--- src/rtl/fetch_next_pc.sv ---
// Fetch-stage next-PC selection and IF/ID pipeline register.
// Buffers a redirect that arrives under stall until the stall clears.
module fetch_next_pc (
    input  logic        clk,
    input  logic        rst,
    input  logic        stall,
    input  logic [31:0] pc_in,
    input  logic [31:0] instr_in,
    input  logic        branch_taken,
    input  logic [31:0] branch_target,
    input  logic        jump,
    input  logic [25:0] jump_index,
    input  logic        jr,
    input  logic [31:0] jr_target,
    output logic [31:0] next_pc,
    output logic [31:0] if_id_pc4,
    output logic [31:0] if_id_instr,
    output logic        if_id_valid,
    output logic        redirect_pending
);

    localparam logic [31:0] RESET_PC  = 32'h0000_0000;
    localparam logic [31:0] NOP_INSTR = 32'h0000_0000;

    localparam logic [0:0] RUN  = 1'b0;
    localparam logic [0:0] HOLD = 1'b1;

    logic [0:0]  state;
    logic [31:0] pend_target;
    logic [31:0] pc_plus4;
    logic        redirect;
    logic [31:0] target;

    assign pc_plus4 = pc_in + 32'd4;

    // A bubble in ID must never redirect fetch.
    assign redirect = if_id_valid & (jr | jump | branch_taken);

    // Target select: jr beats jump beats branch.
    always_comb begin
        target = branch_target;
        if (jr) begin
            target = jr_target;
        end else if (jump) begin
            target = {if_id_pc4[31:28], jump_index, 2'b00};
        end
    end

    // Next fetch address; a live redirect outranks a buffered one.
    always_comb begin
        next_pc = pc_plus4;
        if (rst) begin
            next_pc = RESET_PC;
        end else if (stall) begin
            next_pc = pc_in;
        end else if (redirect) begin
            next_pc = target;
        end else if (state == HOLD) begin
            next_pc = pend_target;
        end
    end

    assign redirect_pending = (state == HOLD);

    // Redirect buffering state machine.
    always_ff @(posedge clk) begin
        if (rst) begin
            state       <= RUN;
            pend_target <= 32'h0;
        end else if (stall) begin
            if (redirect) begin
                state       <= HOLD;
                pend_target <= target;
            end
        end else begin
            state <= RUN;
        end
    end

    // IF/ID register: frozen on stall, bubble after any redirect.
    always_ff @(posedge clk) begin
        if (rst) begin
            if_id_pc4   <= 32'h0;
            if_id_instr <= NOP_INSTR;
            if_id_valid <= 1'b0;
        end else if (!stall) begin
            if_id_pc4 <= pc_plus4;
            if (redirect || state == HOLD) begin
                if_id_instr <= NOP_INSTR;
                if_id_valid <= 1'b0;
            end else begin
                if_id_instr <= instr_in;
                if_id_valid <= 1'b1;
            end
        end
    end

endmodule

--- config.mk ---
export PLATFORM = sky130hd
export DESIGN_NAME = fetch_next_pc
export DESIGN_NICKNAME = d
export VERILOG_FILES = /design/src/rtl/fetch_next_pc.sv
export SDC_FILE = /design/constraint.sdc
export NUM_CORES = 1
export LEC_CHECK = 0
export CORE_UTILIZATION = 46
export DETAILED_ROUTE_END_ITERATION = 16
export PLACE_DENSITY = 0.87
export SYNTH_ARGS = -nofsm -noshare
export SYNTH_HDL_FRONTEND = slang
export SYNTH_SLANG_ARGS = --single-unit
--- constraint.sdc ---
create_clock -name clk -period 5.5 [get_ports clk]
set_clock_uncertainty 0.15 [all_clocks]
set_input_delay 0.825 -clock clk [delete_from_list [all_inputs] [get_ports clk]]
set_output_delay 0.825 -clock clk [all_outputs]
set_load 0.005 [all_outputs]
---- Word-level counts from Yosys, hierarchy flattened ----
Cells that the tools add are included.
operators by class
  add/sub/neg operators ................... 1
  multiplexer cells ....................... 8
  bitwise logic cells ..................... 4
  reductions and logical operators ........ 3
operators with widths
  operator                 count
  $mux W32                 7
  $add A32 B3 Y32 const B  1
  $or A1 B1 Y1             2
  $reduce_and A2 Y1        1
  $reduce_or A2 Y1         1
  $and A1 B1 Y1            1
  $logic_or A1 B1 Y1       1
  $mux W1                  1
  $not A1 Y1               1
word-level totals
  register bits ........................... 98
  bits of input ports ..................... 160
  output and inout bits ................... 98
  word-level logic and storage cells ...... 21

---- Logic depth before layout (Yosys ltp) ----
Gate-level depths: netlist (run 1).
  depth in word-level cells ............... 6
  gate-level depth with buffers ........... 8
  gate-level depth less buffers ........... 6

---- Worst setup path after synthesis (run 1) ----
Ideal clock, no wire load.
  path kind ............................... input -> output
  start point ............................. input port pc_in[2]
  end point ............................... output port next_pc[30]
  arrival time ............................ 2.286 ns
  required time ........................... 4.525 ns
  path slack .............................. 2.239 ns
  cell stages on the path ................. 6
  path through ............................ ha_1 nand3_1 nor4_4 nand4_2 or4_1 a31oi_1
on the way
  cells in the longest elaborated chain, start to end .. 5
RTL lines
  item             RTL line  RTL
  start, declared  7         input logic [31:0] pc_in,
  $add A32 B3 Y32  34        assign pc_plus4 = pc_in + 32'd4;
  $mux W32         58        end else if (state == HOLD) begin
  $mux W32         56        end else if (redirect) begin
  $mux W32         54        end else if (stall) begin
  $mux W32         52        if (rst) begin
  end, declared    15        output logic [31:0] next_pc,
No other way between the ends.

---- Worst setup path after layout (run 1) ----
  start point ............................. input port pc_in[2]
  end point ............................... output port next_pc[18]
The elaborated chain is that of the path after synthesis.

==> results of run 1 <==
==> where the power goes <==
group	total, mW	internal, mW	switching (mW)
Sequential	0.776	0.750	0.0263
Combinational	0.509	0.277	0.232
Clock	0.698	0.403	0.295
Total	1.98	1.43	0.553
==> metal layers <==
layer,GRT usage (%),part of all wire [%],routed length [um],vias to the layer above
li1,-,-,-,3034
met1,39.5,40,8360,2995
met2,51.1,47,9850,365
met3,9.95,10,2130,55
met4,11.0,3.1,641,0
met5,0,0,0,-
==> cells in the mapped netlist, types with 11 or more instances <==
| cell type | instances |
|---|---|
| nand2_1 | 103 |
| dfxtp_1 | 98 |
| nor2_1 | 55 |
| a21oi_1 | 49 |
| o21ai_0 | 45 |
| a22o_1 | 41 |
| mux2i_1 | 39 |
| clkbuf_1 | 33 |
| nand3_1 | 23 |
| a211oi_1 | 18 |
| inv_1 | 14 |
| xnor2_1 | 13 |
| nor3_1 | 12 |
| buf_2 | 11 |
| mux2_2 | 11 |
| nand4_1 | 11 |
==> sequential cells by signal, summed over array words and instances (netlist names) <==
| name | cells |
|---|---|
| pend_target | 32 |
| if_id_valid | 1 |
| if_id_instr | 32 |
| if_id_pc4 | 32 |
| redirect_pending | 1 |
==> logic make-up (layout without fill, tap and decap cells) <==
logic type,after synthesis,after routing,synth area share (%)
and+or+nand+nor,252,252,21.5
AOI/OAI and AO/OA,217,217,25.9
DFF,98,98,33.9
buffers and inverters,73,300,6.27
muxes,50,50,8.89
xor gates and xnor gates,22,22,3.33
adders and majority gates,1,1,0.216
==> final timing paths <==
check	to	slack [ns]	cells after the start	start
max reg2reg	pend_target[0]	2.58	5	if_id_valid
max	next_pc[18]	0.76	8	pc_in[2]
min reg2reg	pend_target[25]	0.30	2	pend_target[25]
min	pend_target[25]	0.30	2	pend_target[25]
==> critical path, cell delays in order <==
cell and delay, ns:
clkdlybuf4s50_1 0.62, ha_1 0.26, nand3_1 0.19, nor3_1 0.60, nand3_1 0.19, a311o_1 0.33, o21ai_0 0.16, clkdlybuf4s50_1 0.58
==> area by class of cell <==
type                            count  area [um^2]
Inverter                           15         56.3
Clock buffer                        9          225
Multi-Input combinational cell    542         3470
Clock inverter                      7          101
Sequential cell                    98         1960
Tap cell                          168          210
Fill cell                         970         3440
Timing Repair Buffer              269         2650
==> through the flow <==
| step | setup WS, ns | hold slack [ns] | power [mW] | area, um^2 | cells |
|---|---|---|---|---|---|
| 2_1_floorplan | 2.24 | 0.275 | 1.00 | 5780 | 713 |
| 3_3_place_gp | 0.893 | 0.285 | 1.28 | 8350 | 1092 |
| 3_5_place_dp | 0.853 | 0.293 | 1.29 | 8350 | 1092 |
| 4_1_cts | 0.828 | 0.304 | 1.98 | 8680 | 1108 |
| 5_1_grt | 0.577 | 0.318 | 2.06 | 8680 | 1108 |
| 6_report | 0.763 | 0.304 | 1.98 | 8680 | 1108 |
==> flow_metrics.tcl, run 1 <==
set metrics [dict create \
    ir_drop_v 0.000257 \
    syn_nets 874 \
    crit_fanout 7 \
    ys.flop_type "dfxtp_1" \
    slew-limit-headroom_pct 18.0 \
    ios 258 \
    ys.warnings.count 0 \
    clk_latency_ns 0.35 \
    grt_max_degree 46 \
    clock_sinks 98 \
    wl_per_cell_um 18.9 \
    yosys.cell_types.count 61 \
    crit_required_ns 4.53 \
    start_kind "primary input" \
    final_core_util_pct 71.6 \
    die-width_um 114 \
    n_antenna_cell 0 \
    rsz0062_at_grt "false" \
    cp-end-kind "output port" \
    track_usage_pct 31.5 \
    async_reset_ff_share_pct 0 \
    antenna_found_initial 0 \
    max_freq_ghz 0.211 \
    netlist_instances 713 \
    root_buffer "clkbuf_16" \
    worstSetupPathType "primary input to output port" \
    hold_viol_final 0 \
    setup_viol 0 \
    num_rows 40 \
    drive_gt1_share_pct 6.38 \
    cts-buffers-inserted 9 \
    grt-ovfl-total 0 \
    htree_levels 3 \
    slew_viol_final 0 \
    first_iter_violations 571 \
    die_h_um 114 \
    cts.clk_slew.worst_paths_ns 0.07 \
    clk_path_buf_depth 2 \
    finalWirelength_um 21000 \
    synth-edff-count 0 \
    synth.avg_cell_area_um2 8.11 \
    synth.top_cell.area_share_pct 33.9 \
    grt_pass1_wl_um 31600 \
    num-nets-final 1096 \
    synth_seq_cells 98 \
    cap_violations 0 \
    cts_resized 0 \
    area_delta_synth_final_pct 50.0 \
    hold_path.class "flop to flop" \
    p_per_area_nw_per_um2 229 \
    fin_tns_setup_ns 0 \
    postCtsSetupRepairBufs 0 \
    drc 0 \
    dr.pass1.iters 8 \
    fin_crit_sh_pct 86.1 \
    first_global_vias 5968 \
    initial_core_util_pct 47.7 \
    die_area_um2 13000 \
    synth_area_leaders "dfxtp_1 34%, mux2i_1 6.8%, nand2_1 6.7%" \
    cts_tree "yes" \
    ys_seq_area_share_pct 33.9 \
    holdBufCountCts 0 \
    dp_hpwl_um 15500 \
    netlist_area_um2 5780 \
    cp.arrival_ns 3.76 \
    final_cell_mix "255 x clkdlybuf4s50_1, 103 x nand2_1, 98 x dfxtp_1" \
    worst_pin_slew_ns 1.23 \
    status "completed" \
    yosys.area.top_type "dfxtp_1" \
    vias_per_cell 5.82 \
    port-buffer-count 257 \
    p_leak_nw 3.31 \
    period_minus_slack_ns 4.74 \
    final_common_cell "clkdlybuf4s50_1" \
    core_um2 12100 \
    vias 6449 \
    gp_congestion 0.960 \
    drtAntennaViolNets 0 \
]
Note: power is estimated with default switching activity, not from simulation.
==> run 2: changes to the inputs <==
TNS_END_PERCENT = 20   (was unset)
==> results of run 2 <==
Same layout as run 1: the final DEF is identical, and so are final timing and power.
==> run 3: changes to the inputs <==
CAP_MARGIN = 20   (was unset)
==> flow_metrics.tcl, run 3 (synthesized netlist as in run 1, its figures left out) <==
set metrics [dict create \
    port-buffer-count 257 \
    htree_levels 3 \
    area_delta_synth_final_pct 50.2 \
    track_usage_pct 31.5 \
    intPower_mw 1.43 \
    clk_path_buf_depth 2 \
    clk_latency_ns 0.35 \
    gp_congestion 0.960 \
    cp.depth 7 \
    die_h_um 114 \
    wl_per_cell_um 18.9 \
    cp_top_family "simple AND/OR/NAND/NOR gates" \
    fillCellCount 971 \
    die_area_um2 13000 \
    hold_path.startpoint "pend_target[30]" \
    cts-buffers-inserted 9 \
    cap_violations 0 \
    grt_pass1_wl_um 31600 \
    final_common_cell "clkdlybuf4s50_1" \
    p_per_area_nw_per_um2 229 \
    worst_pin_slew_ns 1.12 \
    num-nets-final 1097 \
    core_um2 12100 \
    first_global_vias 5968 \
    n_antenna_cell 0 \
    cp-end-kind "output port" \
    status "completed" \
    die-width_um 114 \
    vias 6443 \
    grt-ovfl-total 0 \
    ios 258 \
    slowest_stage "nor4_2" \
    postCtsSetupRepairBufs 0 \
    setup_viol 0 \
    largest_registers "if_id_instr x32, if_id_pc4 x32, pend_target x32" \
    p_sw_uw 556 \
    period_minus_slack_ns 4.72 \
    max_freq_ghz 0.212 \
    hold_path.class "flop to flop" \
    fin_crit_sh_pct 85.8 \
    wl_met1_um 8290 \
    antenna_found_initial 0 \
    crit_start "pc_in[13]" \
    p_leak_nw 3.31 \
    seqPwrFrac_pct 39.1 \
    stdcell_area_um2 8690 \
    wl_met3_um 2210 \
    cp.arrival_ns 3.74 \
    fin_tns_setup_ns 0 \
    timing.rr.start "if_id_valid" \
    drtAntennaViolNets 0 \
    drc 0 \
    cts_resized 0 \
    crit_chain "clkdlybuf4s50_1, nand4_1, nor4_2, nand4_1, a21o_1, a221oi_1, clkdlybuf4s50_1" \
    switching_share_pct 28.0 \
    maxUsedRoutingLayer "met4" \
    vias_per_cell 5.81 \
    initial_core_util_pct 47.7 \
    num_rows 40 \
    dp_hpwl_um 15500 \
    cts_tree "yes" \
    slew-limit-headroom_pct 25.2 \
    start_kind "primary input" \
    grt_max_degree 46 \
    crit_required_ns 4.53 \
    dr_wl_met2_um 9910 \
    final_cell_mix "255 x clkdlybuf4s50_1, 103 x nand2_1, 98 x dfxtp_1" \
    whs_path_depth 2 \
    cts.clk_slew.worst_paths_ns 0.07 \
    drive_gt1_share_pct 6.48 \
    p_comb_share_pct 25.7 \
    reg2reg_depth 5 \
    ir_drop_v 0.000253 \
    hold_viol_final 0 \
    first_iter_violations 602 \
    root_buffer "clkbuf_16" \
    holdBufCountCts 0 \
    worstSetupPathType "primary input to output port" \
    clkPwrFrac_pct 35.3 \
    crit_fanout 8 \
    finalWirelength_um 21000 \
    clock_sinks 98 \
    max_stage_delay_ns 0.64 \
    rsz0062_at_grt "false" \
    cp.buffers_inverters 2 \
    placed_cell_area_um2 8350 \
    slew_viol_final 0 \
    dr.pass1.iters 6 \
]
run 3: changes by cell type in the layout (fill, tap and decap cells not counted):
cell | previous run | this run
buf_6 | 0 | 1
run 3: layer usage:
layer  GRT usage (%)  vias to the layer above
met3            9.95                       43
li1                -                     3041
met2            51.1                      370
met1            39.5                     2989
met4            11.0                        0
met5               0                        -
run 3: path summary, 6_finish.rpt:
| check | endpoint | slack, ns |
|---|---|---|
| worst max-delay path | next_pc[31] | 0.78 |
| worst min register to register | pend_target[30] | 0.31 |
| worst max register to register | pend_target[14] | 3.13 |
| worst min-delay path | pend_target[30] | 0.31 |
run 3: cell type report:
| class | instances | area, um^2 | share of cell area [%] |
|---|---|---|---|
| Timing Repair Buffer | 270 | 2660 | 30.7 |
| Sequential cell | 98 | 1960 | 22.6 |
| Multi-Input combinational cell | 542 | 3470 | 39.9 |
| Clock buffer | 9 | 225 | 2.59 |
| Clock inverter | 7 | 101 | 1.17 |
| Inverter | 15 | 56.3 | 0.648 |
| Tap cell | 168 | 210 | 2.42 |
run 3: power groups by stage:
stage / Clock (mW) / Sequential (mW) / Combinational (mW)
final: 0.700 / 0.776 / 0.510
after global routing: 0.735 / 0.781 / 0.544
after CTS: 0.702 / 0.776 / 0.504
after detailed placement: 0 / 0.791 / 0.500
after global placement: 0 / 0.790 / 0.495
after floorplan: 0 / 0.788 / 0.217
run 3: tightest hold or removal path: stages, from the launching register on:
cell and delay (ns):
dfxtp_1 0.31, nand2_1 0.05, a21oi_1 0.05
run 3: metrics by stage:
step | power, mW | hold WS [ns] | worst slack, ns | instances | util [%]
detailed placement | 1.29 | 0.293 | 0.853 | 1092 | 68.9
finish | 1.99 | 0.305 | 0.783 | 1109 | 71.7
global route | 2.06 | 0.318 | 0.577 | 1109 | 71.7
global placement | 1.28 | 0.285 | 0.893 | 1092 | 68.9
floorplan | 1.00 | 0.275 | 2.24 | 713 | -
CTS | 1.98 | 0.304 | 0.828 | 1108 | 71.6
